===== config.mk =====
export PLATFORM = sky130hd
export DESIGN_NAME = aurora_hls_monitor_readout_flat
export DESIGN_NICKNAME = d
export VERILOG_FILES = /design/src/rtl/aurora_hls_monitor_readout_if.sv /design/src/rtl/aurora_hls_monitor_readout.sv /design/src/flat_wrapper.sv
export SDC_FILE = /design/constraint.sdc
export NUM_CORES = 1
export LEC_CHECK = 0
export ABC_AREA = 1
export CORE_ASPECT_RATIO = 1.1
export CORE_MARGIN = 2
export CORE_UTILIZATION = 30
export DETAILED_ROUTE_END_ITERATION = 8
export SLEW_MARGIN = 0
export SYNTH_ARGS = -nofsm -noshare
export SYNTH_HDL_FRONTEND = slang
export SYNTH_SLANG_ARGS = --single-unit

===== constraint.sdc =====
create_clock -name clk -period 4.3 [get_ports clk]
set_input_delay 0.86 -clock clk [delete_from_list [all_inputs] [get_ports clk]]
set_output_delay 0.86 -clock clk [all_outputs]
set_load 0.05 [all_outputs]

===== src/rtl/aurora_hls_monitor_readout_if.sv =====
// AXI4-Lite slave bundle for the Aurora monitor readout block.
// The master modport is the kernel control interconnect side; the slave modport is the register block.
interface aurora_hls_monitor_readout_if #(
    parameter int ADDR_WIDTH = 5
);
    // Write address channel
    logic                  awvalid;
    logic                  awready;
    logic [ADDR_WIDTH-1:0] awaddr;

    // Write data channel
    logic                  wvalid;
    logic                  wready;
    logic [31:0]           wdata;
    logic [3:0]            wstrb;

    // Write response channel
    logic                  bvalid;
    logic                  bready;
    logic [1:0]            bresp;

    // Read address channel
    logic                  arvalid;
    logic                  arready;
    logic [ADDR_WIDTH-1:0] araddr;

    // Read data channel
    logic                  rvalid;
    logic                  rready;
    logic [31:0]           rdata;
    logic [1:0]            rresp;

    modport master (
        output awvalid, awaddr, wvalid, wdata, wstrb, bready, arvalid, araddr, rready,
        input  awready, wready, bvalid, bresp, arready, rvalid, rdata, rresp
    );

    modport slave (
        input  awvalid, awaddr, wvalid, wdata, wstrb, bready, arvalid, araddr, rready,
        output awready, wready, bvalid, bresp, arready, rvalid, rdata, rresp
    );
endinterface


===== src/rtl/aurora_hls_monitor_readout.sv =====
// Aurora link monitor readout: AXI4-Lite register responder exposing the monitor
// error counters (snapshot-coherent on a read of the first counter), the live core
// status word, and a control register that launches a fixed-length counter clear pulse.
module aurora_hls_monitor_readout #(
    parameter int ADDR_WIDTH   = 5,
    parameter int CLEAR_CYCLES = 4
) (
    input  logic        clk,
    input  logic        rst,
    input  logic [31:0] core_status_not_ok_count,
    input  logic [31:0] fifo_rx_overflow_count,
    input  logic [31:0] fifo_tx_overflow_count,
    input  logic [12:0] aurora_status,
    output logic        clear_req,
    aurora_hls_monitor_readout_if.slave s_axi
);

    // Word addresses (addr[4:2]) of the register map.
    localparam logic [2:0] A_CORE   = 3'd0;
    localparam logic [2:0] A_RX     = 3'd1;
    localparam logic [2:0] A_TX     = 3'd2;
    localparam logic [2:0] A_STATUS = 3'd3;
    localparam logic [2:0] A_CTRL   = 3'd4;

    localparam logic [1:0] RESP_OKAY   = 2'b00;
    localparam logic [1:0] RESP_SLVERR = 2'b10;

    // Status word that means the link is fully up (lanes, channel, PLL all good).
    localparam logic [12:0] STATUS_ALL_OK = 13'h11ff;

    localparam logic [7:0] CLR_LOAD = 8'(CLEAR_CYCLES);

    typedef enum logic {
        R_IDLE = 1'b0,
        R_DATA = 1'b1
    } rd_state_t;

    typedef enum logic {
        W_IDLE = 1'b0,
        W_RESP = 1'b1
    } wr_state_t;

    // Read channel state and registered response.
    rd_state_t   r_rd_state;
    rd_state_t   w_rd_next;
    logic [31:0] r_rdata;
    logic [31:0] w_rdata_next;
    logic [1:0]  r_rresp;
    logic [1:0]  w_rresp_next;

    // Write channel state and registered response.
    wr_state_t   r_wr_state;
    wr_state_t   w_wr_next;
    logic [1:0]  r_bresp;
    logic [1:0]  w_bresp_next;

    // Ready outputs stay low while rst is asserted and for the first edge after release.
    logic        r_live;

    // Snapshot of the rx/tx counters taken together with the core counter read.
    logic [31:0] r_shadow_rx;
    logic [31:0] r_shadow_tx;

    // Clear pulse generator.
    logic [7:0]  r_clr_cnt;
    logic        r_clr_start;

    logic [2:0]  w_rd_word;
    logic [2:0]  w_wr_word;
    logic        w_ar_hs;
    logic        w_wr_accept;
    logic        w_capture;
    logic        w_clr_write;
    logic [31:0] w_status_word;
    logic        w_unused;

    assign w_rd_word = s_axi.araddr[4:2];
    assign w_wr_word = s_axi.awaddr[4:2];

    // Read channel handshake signals.
    assign s_axi.arready = r_live && (r_rd_state == R_IDLE);
    assign s_axi.rvalid  = (r_rd_state == R_DATA);
    assign s_axi.rdata   = r_rdata;
    assign s_axi.rresp   = r_rresp;
    assign w_ar_hs       = s_axi.arvalid && s_axi.arready;

    // Address and data are taken only together; a lone awvalid or wvalid sees no ready.
    assign w_wr_accept   = r_live && (r_wr_state == W_IDLE) && s_axi.awvalid && s_axi.wvalid;
    assign s_axi.awready = w_wr_accept;
    assign s_axi.wready  = w_wr_accept;
    assign s_axi.bvalid  = (r_wr_state == W_RESP);
    assign s_axi.bresp   = r_bresp;

    // Reading the core counter freezes rx/tx alongside it.
    assign w_capture   = w_ar_hs && (w_rd_word == A_CORE);

    // Only byte lane 0, bit 0 of the control register does anything.
    assign w_clr_write = w_wr_accept && (w_wr_word == A_CTRL) && s_axi.wdata[0] && s_axi.wstrb[0];

    // Clear stays high exactly while the counter is nonzero, so an async reset drops it at once.
    assign clear_req   = (r_clr_cnt != 8'd0);

    assign w_status_word = {(aurora_status == STATUS_ALL_OK), 18'b0, aurora_status};

    // Address/data bits outside the decoded fields are deliberately ignored.
    assign w_unused = ^{s_axi.araddr[1:0], s_axi.awaddr[1:0], s_axi.wdata[31:1], s_axi.wstrb[3:1]};

    // Ready enable: held off through reset, raised on the first edge after release.
    always_ff @(posedge clk or posedge rst) begin
        if (rst) begin
            r_live <= 1'b0;
        end else begin
            // NOTE: sequential state uses <= so every flop samples pre-edge values regardless of block order.
            r_live <= 1'b1;
        end
    end

    // Read channel next state and response data.
    always_comb begin
        // NOTE: every output gets a default first, so no path through the case can infer a latch.
        w_rd_next    = r_rd_state;
        w_rdata_next = r_rdata;
        w_rresp_next = r_rresp;
        case (r_rd_state)
            R_IDLE: begin
                if (w_ar_hs) begin
                    w_rd_next    = R_DATA;
                    w_rresp_next = RESP_OKAY;
                    case (w_rd_word)
                        A_CORE:   w_rdata_next = core_status_not_ok_count;
                        A_RX:     w_rdata_next = r_shadow_rx;
                        A_TX:     w_rdata_next = r_shadow_tx;
                        A_STATUS: w_rdata_next = w_status_word;
                        A_CTRL:   w_rdata_next = {31'b0, clear_req};
                        default: begin
                            w_rdata_next = 32'b0;
                            w_rresp_next = RESP_SLVERR;
                        end
                    endcase
                end
            end
            R_DATA: begin
                if (s_axi.rready) begin
                    w_rd_next = R_IDLE;
                end
            end
        endcase
    end

    // Read channel state and response registers.
    always_ff @(posedge clk or posedge rst) begin
        if (rst) begin
            r_rd_state <= R_IDLE;
            r_rdata    <= 32'b0;
            r_rresp    <= RESP_OKAY;
        end else begin
            r_rd_state <= w_rd_next;
            r_rdata    <= w_rdata_next;
            r_rresp    <= w_rresp_next;
        end
    end

    // Write channel next state and response code.
    always_comb begin
        w_wr_next    = r_wr_state;
        w_bresp_next = r_bresp;
        case (r_wr_state)
            W_IDLE: begin
                if (w_wr_accept) begin
                    w_wr_next    = W_RESP;
                    w_bresp_next = (w_wr_word == A_CTRL) ? RESP_OKAY : RESP_SLVERR;
                end
            end
            W_RESP: begin
                if (s_axi.bready) begin
                    w_wr_next = W_IDLE;
                end
            end
        endcase
    end

    // Write channel state and response registers.
    always_ff @(posedge clk or posedge rst) begin
        if (rst) begin
            r_wr_state <= W_IDLE;
            r_bresp    <= RESP_OKAY;
        end else begin
            r_wr_state <= w_wr_next;
            r_bresp    <= w_bresp_next;
        end
    end

    // Clear pulse: load on an accepted clear write (reload extends it), count down to zero.
    always_ff @(posedge clk or posedge rst) begin
        if (rst) begin
            r_clr_cnt   <= 8'd0;
            r_clr_start <= 1'b0;
        end else begin
            // Flag the first cycle of a fresh pulse; a reload mid-pulse is not a new start.
            r_clr_start <= w_clr_write && (r_clr_cnt == 8'd0);
            if (w_clr_write) begin
                r_clr_cnt <= CLR_LOAD;
            end else if (r_clr_cnt != 8'd0) begin
                r_clr_cnt <= r_clr_cnt - 8'd1;
            end
        end
    end

    // Shadow snapshot: a core-counter read captures; otherwise the first clear cycle zeroes.
    always_ff @(posedge clk or posedge rst) begin
        if (rst) begin
            // NOTE: the shadows are plain flops, not a RAM, so they can and do take the async reset.
            r_shadow_rx <= 32'b0;
            r_shadow_tx <= 32'b0;
        end else if (w_capture) begin
            r_shadow_rx <= fifo_rx_overflow_count;
            r_shadow_tx <= fifo_tx_overflow_count;
        end else if (r_clr_start) begin
            r_shadow_rx <= 32'b0;
            r_shadow_tx <= 32'b0;
        end
    end

endmodule


===== src/flat_wrapper.sv =====
// flat-port wrapper written by rule: the top's interface ports become plain ports
module aurora_hls_monitor_readout_flat 
#(
    parameter int ADDR_WIDTH   = 5,
    parameter int CLEAR_CYCLES = 4
)
  (clk, rst, core_status_not_ok_count, fifo_rx_overflow_count, fifo_tx_overflow_count, aurora_status, clear_req, s_axi_awvalid, s_axi_awaddr, s_axi_wvalid, s_axi_wdata, s_axi_wstrb, s_axi_bready, s_axi_arvalid, s_axi_araddr, s_axi_rready, s_axi_awready, s_axi_wready, s_axi_bvalid, s_axi_bresp, s_axi_arready, s_axi_rvalid, s_axi_rdata, s_axi_rresp);
  aurora_hls_monitor_readout_if #(.ADDR_WIDTH(ADDR_WIDTH)) s_axi_i ();
  input  logic clk;
  input  logic rst;
  input  logic [31:0] core_status_not_ok_count;
  input  logic [31:0] fifo_rx_overflow_count;
  input  logic [31:0] fifo_tx_overflow_count;
  input  logic [12:0] aurora_status;
  output logic clear_req;
  input wire logic [$bits(s_axi_i.awvalid)-1:0] s_axi_awvalid;
  input wire logic [$bits(s_axi_i.awaddr)-1:0] s_axi_awaddr;
  input wire logic [$bits(s_axi_i.wvalid)-1:0] s_axi_wvalid;
  input wire logic [$bits(s_axi_i.wdata)-1:0] s_axi_wdata;
  input wire logic [$bits(s_axi_i.wstrb)-1:0] s_axi_wstrb;
  input wire logic [$bits(s_axi_i.bready)-1:0] s_axi_bready;
  input wire logic [$bits(s_axi_i.arvalid)-1:0] s_axi_arvalid;
  input wire logic [$bits(s_axi_i.araddr)-1:0] s_axi_araddr;
  input wire logic [$bits(s_axi_i.rready)-1:0] s_axi_rready;
  output wire logic [$bits(s_axi_i.awready)-1:0] s_axi_awready;
  output wire logic [$bits(s_axi_i.wready)-1:0] s_axi_wready;
  output wire logic [$bits(s_axi_i.bvalid)-1:0] s_axi_bvalid;
  output wire logic [$bits(s_axi_i.bresp)-1:0] s_axi_bresp;
  output wire logic [$bits(s_axi_i.arready)-1:0] s_axi_arready;
  output wire logic [$bits(s_axi_i.rvalid)-1:0] s_axi_rvalid;
  output wire logic [$bits(s_axi_i.rdata)-1:0] s_axi_rdata;
  output wire logic [$bits(s_axi_i.rresp)-1:0] s_axi_rresp;
  assign s_axi_i.awvalid = s_axi_awvalid;
  assign s_axi_i.awaddr = s_axi_awaddr;
  assign s_axi_i.wvalid = s_axi_wvalid;
  assign s_axi_i.wdata = s_axi_wdata;
  assign s_axi_i.wstrb = s_axi_wstrb;
  assign s_axi_i.bready = s_axi_bready;
  assign s_axi_i.arvalid = s_axi_arvalid;
  assign s_axi_i.araddr = s_axi_araddr;
  assign s_axi_i.rready = s_axi_rready;
  assign s_axi_awready = s_axi_i.awready;
  assign s_axi_wready = s_axi_i.wready;
  assign s_axi_bvalid = s_axi_i.bvalid;
  assign s_axi_bresp = s_axi_i.bresp;
  assign s_axi_arready = s_axi_i.arready;
  assign s_axi_rvalid = s_axi_i.rvalid;
  assign s_axi_rdata = s_axi_i.rdata;
  assign s_axi_rresp = s_axi_i.rresp;
  aurora_hls_monitor_readout #(.ADDR_WIDTH(ADDR_WIDTH), .CLEAR_CYCLES(CLEAR_CYCLES)) u_core (.clk(clk), .rst(rst), .core_status_not_ok_count(core_status_not_ok_count), .fifo_rx_overflow_count(fifo_rx_overflow_count), .fifo_tx_overflow_count(fifo_tx_overflow_count), .aurora_status(aurora_status), .clear_req(clear_req), .s_axi(s_axi_i));
endmodule

==> summary.log <==
INFO  floorplan      die_area=19,200µm²
INFO  sta            rsz0062_at_grt=false
INFO  worst_setup_path critPathKind=input pin to primary output
INFO  sta            report.final.setup_viol=0
INFO  sta            max_freq=301MHz
INFO  sta            timing.setup.tns=0ns
INFO  synth          ys_ff_latch=110
INFO  floorplan      coreArea=17,700µm²
INFO  clock_network  clock_tree.buffer_depth=2
INFO  clock_network  numCtsBuffers=9
INFO  global_routing grtUsageTotal=17.2%
INFO  clock_network  post_cts_resized=0
INFO  route          totalWireLength=16,200µm
INFO  synth          synth.cell_area=5440µm²
INFO  clock_network  root_buffer_master=sky130_fd_sc_hd__clkbuf_16
INFO  sta            timing.final.crit_share=77.3%
INFO  finish         most_common_library_cell_in_the_layout_ignoring_fill_and_taps=sky130_fd_sc_hd__nand2_1
INFO  synth          synthSimpleGateAreaFrac=37.2%
INFO  worst_setup_path end_kind=primary output
INFO  finish         n_antenna_cell=0
INFO  sta            final-max-slew-violation-count=0
INFO  placement      dp_wirelength=10,700µm
INFO  worst_setup_path critical_path_required=3.44ns
INFO  route          ant_nets=0
INFO  placement      routability_congestion_estimate=0.804
INFO  floorplan      placementRows=51
INFO  sta            timing.clock.skew=0.00926ns
INFO  synth          post-synth-top-area-cell=sky130_fd_sc_hd__dfrtp_1
INFO  finish         layout.cells.most_common_list=268 x sky130_fd_sc_hd__nand2_1, 163 x sky130_fd_sc_hd__clkdlybuf4s50_1, 148 x sky130_fd_sc_hd__nand3_1
INFO  worst_setup_path critical_path_peak_fanout=6
INFO  route          drt_first_iter_violations=195
INFO  route          viasPerCell=4.67
INFO  route          via_count=5,030
INFO  floorplan      start_util=30.7%
INFO  global_routing largest_net_degree_at_the_start_of_global_routing=95
INFO  synth          synthCells=699
INFO  worst_setup_path arrival=2.46ns
INFO  power          static-leakage-power=3.66nW
INFO  synth          yosysSeqAreaShare=50.6%
INFO  clock_network  cts_post_setup_buffers_inserted=0
INFO  job            maxCapViolCount=0
INFO  sta            timing_worst_slew_pin_value=1.06ns
INFO  placement      pre_cts_ws=0.970ns
INFO  power          p_sw_share=32.7%
INFO  power          clkPwrFrac=29.7%
INFO  worst_setup_path regToRegSetupSlack=1.96ns
INFO  clock_network  worst_skew_pair.late_latency=0.35ns
INFO  clock_network  cts.reportedPaths.clkPinSlew=0.07ns
INFO  sta            finalWorstPathRequiredPeriod=3.32ns
INFO  status         outcome=completed
INFO  clock_network  cts_hold_repair.buffers=0
INFO  sta            final_hold_viol_count=0
INFO  finish         finalNetCount=996
INFO  global_routing global_route_wire_length_before_repair=26,300µm
INFO  floorplan      number_of_top_level_design_ports=204
INFO  clock_network  cts_sinks=110
INFO  global_routing grt_antenna_before_repair=0
INFO  synth          synth_top_cell_area_share=50.6%
INFO  floorplan      overall_die_height=145µm
INFO  power          power.share.sequential=43.4%
INFO  placement      buffer_ports.inserted=163
INFO  synth          yosys.area_share.xor_xnor=0.483%
INFO  power          switching_power_total=0.00104W
INFO  synth          post_synth_fa_ha_maj_area_fraction=0.230%
INFO  finish         final_layout_size_suffix_gt1_share=5.13%
INFO  synth          yosysWarningCount=0
INFO  synth          yosysUniqueCellTypes=30
INFO  power          internal_power=0.00215W
INFO  synth          synthTopCellsByArea=sky130_fd_sc_hd__dfrtp_1 51%, sky130_fd_sc_hd__nand2_1 18%, sky130_fd_sc_hd__nand3_1 14%
INFO  synth          muxShareOfSynthArea=0%
INFO  finish         post-route-util=42.3%
INFO  global_routing grt_pass1_vias=4,911
INFO  power          power_density_over_the_cells=426nW/µm²
INFO  synth          combinational_family_with_the_most_area_after_synthesis=simple AND/OR/NAND/NOR gates
INFO  synth          synth_compound_area_share=3.59%
INFO  finish         syn2layout_area_growth=37.9%
INFO  floorplan      die_width=132µm
INFO  sta            timing.max_slew.rel_slack=29.2%
INFO  power          ir_drop=0.180mV
INFO  worst_setup_path worstSetupStartpointType=input pin
INFO  route          first_pass_iters=4
INFO  hold_path      worstHoldPathType=flop to flop
INFO  sta            worst_hold_slack=0.479ns
INFO  synth          synth.avg_cell_area=7.78µm²
INFO  power          power.combinational.fraction=26.9%
INFO  global_routing grt_overflow=0
INFO  clock_network  htreeDepth=3
INFO  route          wl_per_cell=15.0µm
INFO  route          drc=0
INFO  sta            final_critical_path_setup_slack=0.978ns
INFO  clock_network  cts_tree=done
==> worst max-delay path, stage by stage <==
cell and delay (ns):
sky130_fd_sc_hd__clkdlybuf4s50_1 0.45, sky130_fd_sc_hd__nand2_1 0.08, sky130_fd_sc_hd__nor3_4 0.22, sky130_fd_sc_hd__clkdlybuf4s50_1 0.85
==> through the flow <==
step / cells / total power, W / area (µm²)
finish: 1076 / 0.00320 / 7500
global route: 1076 / 0.00340 / 7500
CTS: 1076 / 0.00324 / 7500
detailed placement: 1060 / 0.00228 / 7160
global placement: 1060 / 0.00226 / 7160
floorplan: 700 / 0.00195 / 5450
==> power groups by stage <==
stage          sequential, W  clock [W]  combinational, W
6_report             0.00139   0.000950          0.000860
5_1_grt              0.00142    0.00102          0.000964
4_1_cts              0.00139   0.000982          0.000873
3_5_place_dp         0.00141          0          0.000871
3_3_place_gp         0.00140          0          0.000856
2_1_floorplan        0.00155          0          0.000400
==> path summary, 6_finish.rpt <==
check,from,endpoint,cells after the start
setup reg to reg,u_core.r_live$_DFF_PP0_,u_core.r_shadow_rx[27]$_DFFE_PP0P_,7
setup / recovery,s_axi_awvalid,s_axi_wready,4
hold reg to reg,u_core.s_axi.rdata[26]$_DFFE_PP0P_,u_core.s_axi.rdata[26]$_DFFE_PP0P_,2
max in group asynchronous,rst,u_core.s_axi.rdata[12]$_DFFE_PP0P_,3
min in group asynchronous,rst,u_core.s_axi.bresp[1]$_DFFE_PP0P_,2
hold / removal,u_core.s_axi.rdata[26]$_DFFE_PP0P_,u_core.s_axi.rdata[26]$_DFFE_PP0P_,2
==> final cells by class <==
cell class,instances,area (µm²)
clock inverters,6,100
multi-input cells,508,2270
repair buffers,170,1710
inverters,34,131
well taps,238,298
fillers,1870,10200
flip-flops and latches,110,2750
clock buffers,10,239
==> sequential cells by signal, summed over array words and instances (netlist names) <==
name	cells
u_core.r_shadow_rx	32
u_core.r_shadow_tx	32
u_core.s_axi.rdata	32
u_core.r_clr_cnt	8
u_core.r_clr_start	1
u_core.r_live	1
u_core.s_axi.bresp	1
u_core.s_axi.bvalid	1
u_core.s_axi.rresp	1
u_core.s_axi.rvalid	1
==> kinds of logic after synthesis <==
group,count (synthesis)
buf+inv,82
other cells,2
flops,110
simple gates,465
compound gates,36
fa+ha+maj,1
xor+xnor,3
==> cells in the mapped netlist <==
master                     number
sky130_fd_sc_hd__o31ai_1        1
sky130_fd_sc_hd__a21oi_1        2
sky130_fd_sc_hd__buf_1          5
sky130_fd_sc_hd__xnor2_1        1
sky130_fd_sc_hd__nand3b_1       1
sky130_fd_sc_hd__nand2_2        5
sky130_fd_sc_hd__buf_4         17
sky130_fd_sc_hd__nor2_1        21
sky130_fd_sc_hd__xor2_1         2
sky130_fd_sc_hd__nor3_4         1
sky130_fd_sc_hd__o211ai_1       4
sky130_fd_sc_hd__buf_6          5
sky130_fd_sc_hd__nand4_1       14
sky130_fd_sc_hd__nor2_4         2
sky130_fd_sc_hd__nor2_2         2
sky130_fd_sc_hd__inv_2          7
sky130_fd_sc_hd__conb_1         2
sky130_fd_sc_hd__nand3_1      148
sky130_fd_sc_hd__nor3_1         1
sky130_fd_sc_hd__dfrtp_1      110
sky130_fd_sc_hd__ha_1           1
sky130_fd_sc_hd__nand2_1      268
sky130_fd_sc_hd__nor3b_1        1
sky130_fd_sc_hd__o21ai_0       13
sky130_fd_sc_hd__inv_1         27
sky130_fd_sc_hd__o21bai_1       1
sky130_fd_sc_hd__clkbuf_1      12
sky130_fd_sc_hd__nand3b_2       1
sky130_fd_sc_hd__o21ai_1       15
sky130_fd_sc_hd__buf_2          9
==> metal layers <==
metal | part of all wire (%) | GRT usage (%) | vias up | wire length, µm
met1 | 45 | 22.4 | 2356 | 7240
met3 | 5.0 | 3.32 | 19 | 815
met5 | 0 | 0 | - | 0
met2 | 48 | 28.3 | 130 | 7830
li1 | - | - | 2525 | -
met4 | 1.8 | 6.45 | 0 | 289
Power figures use the tool's default switching activity.
==> variant 1: new RTL, same flow settings <==
Take the reset off `r_rdata` and load it in a clocked block of its own.
--- a/src/rtl/aurora_hls_monitor_readout.sv
+++ b/src/rtl/aurora_hls_monitor_readout.sv
@@ -153,3 +153,2 @@
             r_rd_state <= R_IDLE;
-            r_rdata    <= 32'b0;
             r_rresp    <= RESP_OKAY;
@@ -157,5 +156,8 @@
             r_rd_state <= w_rd_next;
-            r_rdata    <= w_rdata_next;
             r_rresp    <= w_rresp_next;
         end
+    end
+
+    always_ff @(posedge clk) begin
+        r_rdata <= w_rdata_next;
     end
Check against the original RTL: differs if rst is asserted again (counterexample within 4 cycles, from zero or initial values and one cycle with rst high); with rst held inactive, the same outputs for 4 cycles.
==> variant 1 against the unedited design <==
- area after synthesis decreased by 9.7%
- sequential cell count unchanged
- worst setup slack got worse by 0.036 ns
- cell area decreased by 6.2%
- global-route usage decreased by 0.60 points
- routed wire length decreased by 11%
- synthesized cell count decreased by 24%
- power decreased by 5.5%
==> variant 1: results (changes against the unedited design) <==
Status -> completed
Post-CTS setup buffer count -> 0 (unchanged)
End of the worst hold path -> u_core.s_axi.bresp[1]
Peak supply drop -> 0.000204 V (+13%)
Vias in the first global route -> 4403 (-10%)
Worst reg2reg path depth -> 4 (-3)
H-tree levels -> 3 (unchanged)
WP data arrival -> 2.50 ns (+0.04 ns)
Placed cell areas -> 0.00672 mm² (-6.1%)
Hold depth -> 2 (unchanged)
Max FO, Critical Path -> 5 (-1)
IO buf count -> 163 (unchanged)
Placed instance count -> 882 (-17%)
Finished Layout Cells -> 898 (-17%)
Largest net degree at the start of global routing -> 42 (-56%)
WL final -> 14.5 mm (-11%)
FF-to-FF End -> u_core.s_axi.rdata[22]
First-pass iteration count of the detailed router -> 4 (unchanged)
CTS buffer count -> 9 (unchanged)
Place WS -> 0.944 ns (-0.0253 ns)
Slowest library cell on the worst path -> clkdlybuf4s50_1
DRT iter0 DRCs -> 249 (+28%)
Nets -> 852 (-14%)
GRT Overall Usage -> 16.6% (-0.60 points)
Worst slew pin tran -> 0.908 ns (-0.152 ns)
Max incr delay on CP -> 0.87 ns (+0.02 ns)
Post-DP HPWL -> 10.2 mm (-4.8%)
Clk_skew -> 0.00897 ns (-0.000286 ns)
Flop2flop setup slack -> 2.35 ns (+0.39 ns)
EDFF count, synth -> 32 (+32)
Cells after Synth -> 531 (-24%)
Critical path's top delay family -> buffers and inverters
Primary FF master, synth -> dfrtp_1
Hold Crit Start -> u_core.s_axi.bresp[1]
Post-cts resize count -> 0 (unchanged)
Yosys warns -> 0 (unchanged)
Initial antenna violation count -> 0 (unchanged)
Top post-synthesis cells by count -> 147 x nand2_1, 95 x inv_1, 78 x dfrtp_1, 56 x o21ai_0, 32 x edfxtp_1
GP Congestion -> 0.830 (+3.2%)
Synth unique cells -> 30 (unchanged)
Global-route wire length before repair -> 22.8 mm (-13%)
Longest Clk Path Bufs -> 2 (unchanged)
CTS root buffer -> clkbuf_16
RR Startpoint -> u_core.s_axi.rvalid
Layout cells sized above 1 -> 5.48% (+0.34 points)
Minimum hold slack -> 0.507 ns (+0.0279 ns)
Hold WC Path Type -> flip-flop to flip-flop
N_diodes -> 0 (unchanged)
Antenna Violating Nets Remaining -> 0 (unchanged)
Area contributors post-synth -> dfrtp_1 40%, edfxtp_1 20%, nand2_1 11%
Post-synth ARST share -> 70.9% (-29 points)
Via-to-Cell Ratio -> 4.65 (-0.45%)
Static Leak -> 2.99 nW (-18%)
Clock-pin transition on the worst setup and hold timing paths -> 0.07 ns (about the same)
Sequential fraction of the synthesis area -> 59.3% (+8.7 points)
## variant 1: logic make-up after synthesis
group	after synthesis	share of synthesized area, %
simple gates	192	15.8
buf+inv	119	10.6
flops	110	59.3
compound gates	106	13.8
other cells	2	0.153
xor+xnor	1	0.178
fa+ha+maj	1	0.254
## variant 1: cell type report
type | count | area [µm²]
flip-flops and latches | 110 | 2910
inverters | 95 | 358
fillers | 1623 | 9150
repair buffers | 170 | 1700
clock buffers | 10 | 239
well taps | 204 | 255
clock inverters | 6 | 72.6
multi-input cells | 303 | 1500
## variant 1: worst reg2reg max path: cells and delay by family, from the launching register on
kind          cells  cell delay (ns)
simple gates      2             0.29
buf+inv           2             0.94
flops             1             0.40
## variant 1: how the worst max path moves through the flow
| stage | slack [ns] | cells after the start | end | startpoint |
|---|---|---|---|---|
| global placement | 0.96 | 4 | s_axi_wready | s_axi_wvalid |
| global route | 0.85 | 4 | s_axi_wready | s_axi_wvalid |
| CTS | 0.95 | 4 | s_axi_wready | s_axi_wvalid |
| detailed placement | 0.94 | 4 | s_axi_wready | s_axi_wvalid |
| floorplan | 1.42 | 3 | s_axi_wready | s_axi_wvalid |
| finish | 0.94 | 4 | s_axi_wready | s_axi_wvalid |
## variant 1: metal layers
metal | up-vias | share of wire (%) | GRT usage, %
met5 | - | 0 | 0
met4 | 0 | 1.5 | 5.26
met3 | 15 | 5.3 | 2.83
met2 | 133 | 49 | 28.1
met1 | 2008 | 45 | 21.8
li1 | 2023 | - | -
## variant 1: power by group
group          leakage [nW]  switching (W)  total, W  internal (W)
registers              1.23      0.0000920   0.00142       0.00133
clock network         0.151       0.000404  0.000881      0.000477
logic                  1.62       0.000419  0.000722      0.000303
total                  2.99       0.000915   0.00302       0.00210
==> variant 2: new RTL, same settings <==
Made on the original files. Make the reset (`rst`) synchronous in 5 clocked blocks. Comments in the files are not updated.
--- a/src/rtl/aurora_hls_monitor_readout.sv
+++ b/src/rtl/aurora_hls_monitor_readout.sv
@@ -108,3 +108,3 @@
     // Ready enable: held off through reset, raised on the first edge after release.
-    always_ff @(posedge clk or posedge rst) begin
+    always_ff @(posedge clk) begin
         if (rst) begin
@@ -150,3 +150,3 @@
     // Read channel state and response registers.
-    always_ff @(posedge clk or posedge rst) begin
+    always_ff @(posedge clk) begin
         if (rst) begin
@@ -182,3 +182,3 @@
     // Write channel state and response registers.
-    always_ff @(posedge clk or posedge rst) begin
+    always_ff @(posedge clk) begin
         if (rst) begin
@@ -193,3 +193,3 @@
     // Clear pulse: load on an accepted clear write (reload extends it), count down to zero.
-    always_ff @(posedge clk or posedge rst) begin
+    always_ff @(posedge clk) begin
         if (rst) begin
@@ -209,3 +209,3 @@
     // Shadow snapshot: a core-counter read captures; otherwise the first clear cycle zeroes.
-    always_ff @(posedge clk or posedge rst) begin
+    always_ff @(posedge clk) begin
         if (rst) begin
Formal check against the unedited RTL: differs if rst is asserted again (counterexample within 4 cycles, from zero or initial values and one cycle with rst high); with rst held inactive, the same outputs for 4 cycles.
==> variant 2 against the unedited design <==
- die area shrank 11%
- area after synthesis shrank 12%
- routed wire length shrank 8.7%
- worst setup slack lost 0.00079 ns
- cell area shrank 8.6%
- critical path type unchanged
- clock power shrank 11%
- sequential share of layout area shrank 4.6 points
- sequential cell count is the same
- largest power group unchanged
- power shrank 26%
==> variant 2: results (changes against the unedited design) <==
Status -> completed
Signal inverters -> 43 (+26%)
Global-route wire length before repair -> 23.6 mm (-10%)
Plain + repair buffers -> 173 (+1.8%)
Area-dominant class -> multi-input gates
N_taps -> 200 (-16%)
Fraction of area in multi-input gates -> 32.7% (+2.4 points)
Flop2flop setup slack -> 2.07 ns (+0.11 ns)
Finished Layout Cells -> 1063 (-1.2%)
Layout cells sized above 1 -> 4.75% (-0.38 points)
Worst reg2reg path depth -> 6 (-1)
Minimum hold slack -> 0.461 ns (-0.0187 ns)
Crit path capture -> s_axi_wready
Met2 Usage GRT -> 28.6% (+0.25 points)
Placed cell areas -> 0.00656 mm² (-8.5%)
RR Startpoint -> u_core.s_axi.rvalid
Slew margin rel. -> 45.7% (+16 points)
Post-synth ARST share -> 0% (-100 points)
Nets -> 1021 (+2.5%)
Routed WL per cell -> 13.9 µm (-7.6%)
Area Overhead vs Synth -> 42.7%
GP Congestion -> 0.784 (-2.5%)
GR Util met1 -> 22.6% (+0.21 points)
Synth unique cells -> 25 (-17%)
Crit. Startpoint -> s_axi_wvalid
Hold Crit Start -> u_core.r_shadow_rx[16]
Static Leak -> 2.61 nW (-29%)
Clk_skew -> 0.00659 ns (-0.00267 ns)
Post-DP HPWL -> 9.77 mm (-8.9%)
Max FO, Critical Path -> 7 (+1)
Met3 usage -> 4.61% (+1.3 points)
Vias in the first global route -> 4719 (-3.9%)
Syn_area_per_cell -> 6.71 µm² (-14%)
FF-to-FF End -> u_core.r_shadow_rx[24]
Place WS -> 0.982 ns (+0.0123 ns)
Multi-input gates -> 521 (+2.6%)
Max Freq -> 301 MHz (about the same)
Top post-synthesis cells by count -> 315 x nand2_1, 116 x a21oi_1, 110 x dfxtp_1, 38 x inv_1, 33 x nor2_1
Sequential share of cell area -> 32.1% (-4.6 points)
Largest net degree at the start of global routing -> 53 (-44%)
End of the worst hold path -> u_core.r_shadow_rx[16]
FILL cells -> 1645 (-12%)
Via-to-Cell Ratio -> 4.56 (-2.4%)
Sequential fraction of the synthesis area -> 45.8% (-4.8 points)
Area contributors post-synth -> dfxtp_1 46%, nand2_1 25%, a21oi_1 12%
Peak supply drop -> 0.000273 V (+52%)
variant 2: per-layer routing:
layer	share of wire, %	vias to the layer above
li1	-	2531
met5	0	-
met2	46	121
met4	0.69	0
met3	6.0	7
met1	47	2191
variant 2: report_power, final:
| group | leakage (nW) | internal (W) | switching, W | total [W] |
|---|---|---|---|---|
| combinational | 1.57 | 0.000204 | 0.000243 | 0.000446 |
| clock | 0.148 | 0.000466 | 0.000383 | 0.000849 |
| sequential | 0.890 | 0.00106 | 0.0000243 | 0.00108 |
variant 2: worst register-to-register path, cell delays in order (launching register included):
cell and delay [ns]:
dfxtp_1 0.34, nor2_2 0.14, nand2_2 0.35, nor3_4 0.62
buf_4 0.42, nand2_1 0.13, a21oi_1 0.16
variant 2: kinds of logic after synthesis:
kind of cell    Yosys count  share of synthesized area [%]
xor+xnor                  3                          0.547
other cells               1                         0.0780
fa+ha+maj                 1                          0.260
simple gates            394                           32.8
compound gates          121                           12.6
flops                   110                           45.8
buf+inv                  86                           7.86
